`src/rtl/instruction_loader.sv`:
```
// instruction_loader
//
// Takes RV32I field bundles (R-ALU, I-ALU, LOAD, STORE), encodes each into a
// 32-bit instruction word and writes it to instruction memory at consecutive
// word addresses from a base captured on start. After DEPTH words the loader
// reports full until the next start.
//
// Optional feature: define INSTRUCTION_LOADER_CHECK_EN to reject malformed
// bundles (bad R funct7, reserved LOAD/STORE funct3). A rejected bundle
// completes its handshake, is not written, and pulses err for one cycle.
// With the macro undefined every accepted bundle is written and err stays 0.
//
// Ports
//   clk, rst_n          clock, asynchronous active-low reset
//   start, base_addr    open a session at base_addr (IDLE or FULL only)
//   in_valid, in_ready  bundle handshake (in_ready only in READY)
//   fmt, rd, rs1, rs2,
//   funct3, funct7, imm instruction fields; fmt 0=R 1=I 2=LOAD 3=STORE
//   mem_we, mem_addr,
//   mem_wdata, mem_ack  memory write port; request held until mem_ack
//   word_count          words written in the current session
//   full                DEPTH words written
//   err                 one-cycle pulse on a rejected bundle
module instruction_loader #(
  parameter int unsigned DEPTH = 256
) (
  input  logic        clk,
  input  logic        rst_n,
  input  logic        start,
  input  logic [31:0] base_addr,
  input  logic        in_valid,
  output logic        in_ready,
  input  logic [1:0]  fmt,
  input  logic [4:0]  rd,
  input  logic [4:0]  rs1,
  input  logic [4:0]  rs2,
  input  logic [2:0]  funct3,
  input  logic [6:0]  funct7,
  input  logic [11:0] imm,
  output logic        mem_we,
  output logic [31:0] mem_addr,
  output logic [31:0] mem_wdata,
  input  logic        mem_ack,
  output logic [15:0] word_count,
  output logic        full,
  output logic        err
);

  localparam logic [15:0] DepthW = 16'(DEPTH);

  typedef enum logic [1:0] {StIdle, StReady, StWrite, StFull} state_e;

  state_e      state_q, state_d;
  logic [31:0] addr_q, addr_d;
  logic [31:0] wdata_q, wdata_d;
  logic [15:0] count_q, count_d;
  logic        err_q, err_d;

  logic [31:0] encoded;
  logic        bundle_bad;
  logic [15:0] count_inc;

  // Field packing; unused fields of each format are simply not referenced.
  always_comb begin
    encoded = '0;
    unique case (fmt)
      2'd0: encoded = {funct7, rs2, rs1, funct3, rd, 7'b0110011};
      2'd1: encoded = {imm, rs1, funct3, rd, 7'b0010011};
      2'd2: encoded = {imm, rs1, funct3, rd, 7'b0000011};
      2'd3: encoded = {imm[11:5], rs2, rs1, funct3, imm[4:0], 7'b0100011};
      default: encoded = '0;
    endcase
  end

`ifdef INSTRUCTION_LOADER_CHECK_EN
  always_comb begin
    bundle_bad = 1'b0;
    unique case (fmt)
      2'd0: bundle_bad = (funct7 != 7'h00) && (funct7 != 7'h20);
      2'd2: bundle_bad = (funct3 == 3'd3) || (funct3 == 3'd6) || (funct3 == 3'd7);
      2'd3: bundle_bad = (funct3 > 3'd2);
      default: bundle_bad = 1'b0;
    endcase
  end
`else
  assign bundle_bad = 1'b0;
`endif

  assign count_inc = count_q + 16'd1;

  always_comb begin
    state_d = state_q;
    addr_d  = addr_q;
    wdata_d = wdata_q;
    count_d = count_q;
    err_d   = 1'b0;
    unique case (state_q)
      StIdle, StFull: begin
        if (start) begin
          state_d = StReady;
          addr_d  = base_addr;
          count_d = '0;
        end
      end
      StReady: begin
        if (in_valid) begin
          if (bundle_bad) begin
            // Handshake completes but nothing is written.
            err_d = 1'b1;
          end else begin
            wdata_d = encoded;
            state_d = StWrite;
          end
        end
      end
      StWrite: begin
        if (mem_ack) begin
          addr_d  = addr_q + 32'd4;  // wraps naturally at 2^32
          count_d = count_inc;
          state_d = (count_inc == DepthW) ? StFull : StReady;
        end
      end
      default: state_d = StIdle;
    endcase
  end

  always_ff @(posedge clk or negedge rst_n) begin
    if (!rst_n) begin
      state_q <= StIdle;
      addr_q  <= '0;
      wdata_q <= '0;
      count_q <= '0;
      err_q   <= 1'b0;
    end else begin
      state_q <= state_d;
      addr_q  <= addr_d;
      wdata_q <= wdata_d;
      count_q <= count_d;
      err_q   <= err_d;
    end
  end

  // Strobes decode straight from the state register so an asynchronous reset
  // drops mem_we without waiting for a clock edge.
  assign in_ready   = (state_q == StReady);
  assign mem_we     = (state_q == StWrite);
  assign full       = (state_q == StFull);
  assign mem_addr   = addr_q;
  assign mem_wdata  = wdata_q;
  assign word_count = count_q;
  assign err        = err_q;

endmodule

```
`config.mk`:
```
export PLATFORM = sky130hd
export DESIGN_NAME = instruction_loader
export DESIGN_NICKNAME = d
export VERILOG_FILES = /design/src/rtl/instruction_loader.sv
export SDC_FILE = /design/constraint.sdc
export NUM_CORES = 1
export LEC_CHECK = 0
export ABC_AREA = 1
export CAP_MARGIN = 5
export CORE_UTILIZATION = 40
export CTS_CLUSTER_DIAMETER = 60
export DETAILED_ROUTE_END_ITERATION = 7
export PLACE_DENSITY = 0.71
export SLEW_MARGIN = 25
export SYNTH_ARGS = -nofsm -noshare
export SYNTH_HDL_FRONTEND = slang
export SYNTH_SLANG_ARGS = --single-unit
```
`constraint.sdc`:
```
create_clock -name clk -period 4.83 [get_ports clk]
set_input_delay 0.483 -clock clk [delete_from_list [all_inputs] [get_ports clk]]
set_output_delay 0.483 -clock clk [all_outputs]
set_load 0.01 [all_outputs]
```
* Yosys cells after proc, flatten, opt, wreduce, memory -nomap -nowiden
Cells that the tools add are included.
W data, S select, Z words.
** Operators by class
- Reductions and logical operators :: 7
- Eq/ne operators :: 10
- Add/subtract/negate cells :: 2
- Muxes and demuxes :: 12
** Operators by type and width (count)
- $pmux W32 S4 :: 1
- $mux W32 :: 2
- $pmux W32 S2 :: 1
- $add A32 B3 Y32 const B :: 1
- $mux W16 :: 2
- $pmux W16 S2 :: 1
- $add A16 B1 Y16 const B :: 1
- $eq A16 B9 Y1 const B :: 1
- $eq A2 B2 Y1 const B :: 4
- $mux W2 :: 4
- $pmux W2 S3 :: 1
- $reduce_and A3 Y1 :: 2
- $eq A2 B1 Y1 const B :: 2
- $logic_not A2 Y1 :: 2
- $ne A2 B2 Y1 const B :: 2
- $ne A2 B1 Y1 const B :: 1
- $reduce_and A2 Y1 :: 1
- $reduce_bool A2 Y1 :: 1
- $reduce_or A2 Y1 :: 1
** Word-level totals
- Output and inout bits :: 84
- Bits of input ports :: 76
- Word-level logic and storage cells :: 35
- Bits in registers :: 82

* Depth between registers and ports, before layout
Gate-level depths: netlist (run 1).
- Word-level depth :: 5
- Mapped depth :: 13
- Mapped depth without buffers :: 13

* Worst setup path before layout (run 1)
Ideal clock, no wire load.
- Path kind :: register to register
- Start :: reg state_q[0]
- End :: reg addr_q[27] (netlist: mem_addr[27])
- Arrival time :: 1798 ps
- Path buffers :: 1
- Setup slack :: 2913 ps
- Data required time :: 4711 ps
- Setup time :: 119 ps
- Stages on the path, launching flop included :: 13
- Period minus slack after synthesis :: 1917 ps
- Cell sequence :: dfrtp_1 > inv_1 > ha_1 > inv_2 > o22ai_2 > inv_2 > nand2_2 > inv_2 > nor2_8 > inv_2 > buf_2 > a21oi_1 > nor2_1
** On the way
- Elaborated cells between the ends (all ways) :: 9
- Classes of those cells :: eq/ne (4); mux (1); reduce/logical (4)
** RTL lines
- start: declaration :: line 53 : state_e state_q, state_d;
- start signal: assignment :: line 129 : state_q <= StIdle;
- start signal: assignment :: line 135 : state_q <= state_d;
- $eq A2 B2 Y1 (*)
- via mem_we :: line 40 : output logic mem_we,
- $ne A2 B1 Y1 (no line) / $reduce_bool A2 Y1 (equally long branches)
- $reduce_and A3 Y1 (no line)
- end signal: assignment :: line 136 : addr_q <= addr_d;
- end: declaration :: line 54 : logic [31:0] addr_q, addr_d;
The timed path passes the listed nets; every way through them passes the cells marked *.
A chain may end at the register's enable or synchronous reset.

* Worst setup path after layout (run 1)
- Start :: reg state_q[0]
- End :: reg addr_q[26] (netlist: mem_addr[26])
** On the way
- Cells in the longest elaborated chain, start to end :: 4
- Elaborated cells between the ends (all ways) :: 9
- Classes of those cells :: eq/ne (4); mux (1); reduce/logical (4)
** Ends and longest elaborated chain
- $eq A2 B2 Y1 / $logic_not A2 Y1 (equally long branches) :: line 97 : unique case (state_q)
- $reduce_or A2 Y1 :: line 97
- $ne A2 B2 Y1 (no line) / $reduce_bool A2 Y1 (equally long branches)
- $reduce_and A3 Y1 (no line)
Parallel ways exist; a longest one is shown, timed or not.

==> results of run 1 <==
[per-layer routing]
metal	up-vias	global-route usage	wire, microns
li1	2352	-	-
met1	2252	0.315	5800
met2	260	0.401	6540
met3	26	0.0753	1550
met4	0	0.0946	284
met5	-	0	0
[cell usage after synthesis]
cell        n
nand2_1   165
dfrtp_1    78
nor2_1     64
inv_1      52
nand3_1    44
o21ai_0    43
a21oi_1    34
o21ai_1    21
clkbuf_1   14
xor2_1     14
a31oi_1    10
ha_1       10
nand4_1    10
nor3_1     10
buf_2       8
o211ai_1    6
o22ai_1     6
buf_4       5
inv_2       5
o221ai_1    4
nor2_2      3
clkinv_1    2
nand2_2     2
nand3_2     2
nor2_4      2
or2_1       2
or2_2       2
a22o_1      1
a22oi_1     1
buf_1       1
conb_1      1
nand3b_1    1
nor2_8      1
o21a_1      1
o22ai_2     1
o31ai_1     1
[final cells by class]
| class | instances | area, sq um |
|---|---|---|
| fillers | 1040 | 4530 |
| repair buffers | 157 | 1570 |
| clock inverters | 5 | 61.3 |
| well taps | 140 | 175 |
| clock buffers | 10 | 229 |
| inverters | 59 | 221 |
| flip-flops and latches | 78 | 1950 |
| multi-input cells | 465 | 2300 |
[power breakdown]
| group | internal, uW | total (uW) | switching [uW] | leakage (uW) |
|---|---|---|---|---|
| clock network | 399 | 680 | 281 | 0.000131 |
| logic | 827 | 1810 | 984 | 0.00171 |
| registers | 926 | 1210 | 285 | 0.000958 |
[flip-flops by register name, summed over array words and instances (netlist names)]
signal,flops
mem_addr,32
mem_wdata,28
state_q,2
word_count,16
[per-stage QoR]
stage          hold slack (ps)  power [uW]  setup WS [ps]  utilization
4_1_cts                    362        3720           1330        0.589
5_1_grt                    245        3970            974        0.589
3_3_place_gp               465        2960           1450        0.563
6_report                   167        3700           1340        0.589
3_5_place_dp               467        3020           1340        0.563
2_1_floorplan              187        2160           2910            -
[cell families after synthesis]
group	Yosys count	synth area share
adder cells (fa/ha/maj)	10	0.0272
AND/OR/NAND/NOR	308	0.287
other	1	0.000817
XOR/XNOR	14	0.0267
AO/OA/AOI/OAI	129	0.156
flip-flops	78	0.425
buffers and inverters	87	0.0774
[worst max-delay path, delay by kind of cell, from the launching register on]
kind | cells | cell delay (ps)
AO/OA/AOI/OAI | 3 | 550
adder cells (fa/ha/maj) | 1 | 190
buffers and inverters | 7 | 1790
AND/OR/NAND/NOR | 3 | 450
flip-flops | 1 | 420
[how the worst max path moves through the flow]
stage | startpoint | slack, ps | cells past startpoint | to
3_3_place_gp | state_q[0] | 1450 | 14 | mem_addr[26]
2_1_floorplan | state_q[0] | 2910 | 12 | mem_addr[27]
4_1_cts | state_q[0] | 1330 | 14 | mem_addr[26]
6_report | state_q[0] | 1340 | 14 | mem_addr[26]
3_5_place_dp | state_q[0] | 1340 | 14 | mem_addr[26]
5_1_grt | state_q[0] | 970 | 14 | mem_addr[26]
==> metrics, run 1 <==
dpl cell area 6210 sq um; synth unique cells 36; Detail Route Antenna Nets 0; Post-Syn Area 4590 sq um; clk slew on worst S/H paths 60 ps; WP data required 5100 ps; leading cell types in the layout, fill and taps excluded nand2_1 (165), clkdlybuf4s50_1 (154), dfrtp_1 (78), nor2_1 (64), inv_1 (52); Area Overhead vs Synth 41.6%; Initial Util 0.416; Crit Path Max Fanout 44; status completed; CP cell instances inv_1 > ha_1 > buf_4 > inv_2 > o22ai_2 > inv_2 > nand2_1 > inv_2 > nor2_8 > inv_2 > o21ai_0 > o21ai_1 > inv_1 > nor2_1; Fin Clk Skew 6.70 ps; post-synthesis sequential area ratio 0.425; number of hold buffers added after CTS 0; RSZ-0062 raised after global routing false; actual slew at the worst max-slew pin 750 ps; routed len/inst 15.5 microns; post-synth top area share 0.425; vias in the first global route 4702; reg2reg setup slack 1340 ps; Post-CTS Resized 0; largest area contributor in the netlist dfrtp_1; R2R cell count 14; TritonCTS Buffers 9; port bufs 155; period utilization 0.723; Worst VDD drop 0.290 mV; synthesized instance count 627; crit end category flip-flop; clk_lat worst skew 330 ps; initial antenna violation count 0; power per cell area 569 nW/um^2; slew margin rel. 0.499; Crit path top cell by count inv_2; gpl congestion 0.880; total grt overflow 0; top post-synthesis cells by area dfrtp_1 (43%), nand2_1 (13%), nor2_1 (5.2%), nand3_1 (4.8%), o21ai_0 (4.7%); num ports 160; Peak Freq 286 MHz; nets@finish 856; floorplan die width 109 microns; CP Launch Type flip-flop; most common cell after layout, fill and taps aside nand2_1; Final Setup Violations 0; Root Driver clkbuf_16; largest net degree at the start of global routing 79; critical path's slowest cell inv_2; Final HPWL DP 10300 microns; # clock sinks 78; CORE AREA 11000 sq um; Largest stage delay, worst path 580 ps; maxcap violations 0; critical path data arrival time 3760 ps; fin cells 914; dpl cells 899; initial drt markers 281; Die Y 109 microns; Post-Route WL 14200 microns; HP Class input port to asynchronous set/reset pin; leak pwr 0.00280 uW; layout cells sized above 1 0.0452; final count of hold timing violations 0; first-pass GRT wire length 22900 microns; Reg-to-Reg Start state_q[0]; H-tree depth 3; Seq cells post-synth 78; Avg Inst Size Synth 7.32 sq um; Initial DRT Pass Iterations 6; Post-CTS Setup Bufs 0; Design Area, Final 6500 sq um; vias 4890; Final min period 3490 ps; Clock Tree Buf Depth 2; Final Max Tran Viols 0; ANT cells 0; Worst R2R End mem_addr[26]; die area 11900 sq um; CTS tree built; row count 38; WS Path Type flip-flop to flip-flop; Ys Warns 0; Setup TNS 0 ps; via density per instance 5.35; drc violations 0; GRT Overall Usage 0.250
(Power assumes the default switching activity.)
==> inputs of run 2 (changes only) <==
- clock period: 4.83 -> 3.4 ns (I/O delays scaled with it)
==> metrics, run 2 (synthesis gave the netlist of run 1 again) <==
via density per instance 5.28; Post-Route WL 14100 microns; Die Y 109 microns; Clock Tree Buf Depth 2; WS Path Type flip-flop to flip-flop; Peak Freq 352 MHz; gpl congestion 0.912; Initial DRT Pass Iterations 8; Crit path top cell by count inv_2; clk slew on worst S/H paths 60 ps; critical path data arrival time 3100 ps; Final min period 2840 ps; GR Util met1 0.298; most common cell after layout, fill and taps aside nand2_1; maxcap violations 0; layout cells sized above 1 0.0489; post-layout util 0.593; row count 38; CP cell instances inv_1 > ha_1 > inv_2 > o22ai_2 > inv_2 > nand2_1 > inv_2 > nor2_8 > inv_2 > buf_4 > o221ai_1 > o21ai_1; initial antenna violation count 0; leading cell types in the layout, fill and taps excluded nand2_1 (165), clkdlybuf4s50_1 (154), dfrtp_1 (78), nor2_1 (64), inv_1 (52); Fin Clk Skew 7.46 ps; WP data required 3660 ps; Area Overhead vs Synth 42.4%; Final HPWL DP 10200 microns; HP Class input port to asynchronous set/reset pin; num ports 160; nets@finish 859; vias in the first global route 4679; slew margin rel. 0.512; Root Driver clkbuf_16; final count of hold timing violations 0; Largest stage delay, worst path 430 ps; GR Util met3 0.0807; total grt overflow 0; largest net degree at the start of global routing 79; crit end category flip-flop; period utilization 0.836; H-tree depth 3; routed len/inst 15.4 microns; power per cell area 815 nW/um^2; Largest delay share family, worst path buffers and inverters; Final Max Tran Viols 0; Worst VDD drop 0.408 mV; critical path's slowest cell inv_2; CP Launch Type flip-flop; Initial Util 0.416; CTS tree built; initial drt markers 210; RSZ-0062 raised after global routing false; floorplan die width 109 microns; TritonCTS Buffers 9; max reg flops 32; Setup TNS 0 ps; # clock sinks 78; status completed; port bufs 155; vias 4839; actual slew at the worst max-slew pin 731 ps; first-pass GRT wire length 22300 microns; CP Buf/Inv Count 6; leak pwr 0.00284 uW; GRT Overall Usage 0.246; met2 usage 0.398; ANT cells 0; clk_lat worst skew 340 ps; Post-CTS Resized 0; Crit Path Max Fanout 28; number of hold buffers added after CTS 0; drc violations 0; GRT Max-Usage Layer met2; Post-CTS Setup Bufs 0; Final Setup Violations 0; die area 11900 sq um; CORE AREA 11000 sq um; Detail Route Antenna Nets 0
==> run 2: worst register-to-register path: cells and delay by family, from the launching register on <==
| family | cells | cell delay (ps) |
|---|---|---|
| AO/OA/AOI/OAI | 3 | 360 |
| flip-flops | 1 | 410 |
| AND/OR/NAND/NOR | 2 | 240 |
| buffers and inverters | 6 | 1540 |
| adder cells (fa/ha/maj) | 1 | 210 |
==> run 2: power breakdown <==
part	switching (uW)	internal, uW
Sequential	404	1320
Combinational	1390	1200
Clock	384	636
Total	2180	3150
==> run 2: cell type report <==
class / count / area (sq um)
Clock buffer: 10 / 229
Multi-Input combinational cell: 465 / 2300
Tap cell: 140 / 175
Inverter: 59 / 221
Timing Repair Buffer: 160 / 1590
Clock inverter: 5 / 75.1
Sequential cell: 78 / 1950
Fill cell: 1030 / 4490
==> run 2: path summary, 6_finish.rpt <==
check	cells after the start	from	slack, ps	endpoint
setup / recovery	12	state_q[0]	560	mem_addr[7]
hold / removal	1	rst_n	40	mem_addr[13]
setup reg to reg	12	state_q[0]	560	mem_addr[7]
hold reg to reg	2	mem_wdata[13]	490	mem_wdata[13]
max in group asynchronous	1	rst_n	2860	mem_wdata[29]
min in group clk	2	mem_wdata[13]	490	mem_wdata[13]
==> run 2: routing by layer <==
metal,vias up,part of all wire
met5,-,0
met4,0,0.026
met3,27,0.11
met2,238,0.45
met1,2222,0.41
li1,2352,-
==> run 2: stage by stage <==
step | cell area (sq um) | setup slack (ps) | instances | power, uW | hold slack [ps]
2_1_floorplan | 4600 | 1480 | 630 | 3080 | 44.4
3_3_place_gp | 6230 | 708 | 902 | 4240 | 462
3_5_place_dp | 6230 | 584 | 902 | 4310 | 467
4_1_cts | 6540 | 572 | 917 | 5350 | 213
5_1_grt | 6540 | 274 | 917 | 5720 | 97.6
6_report | 6540 | 559 | 917 | 5330 | 40.7
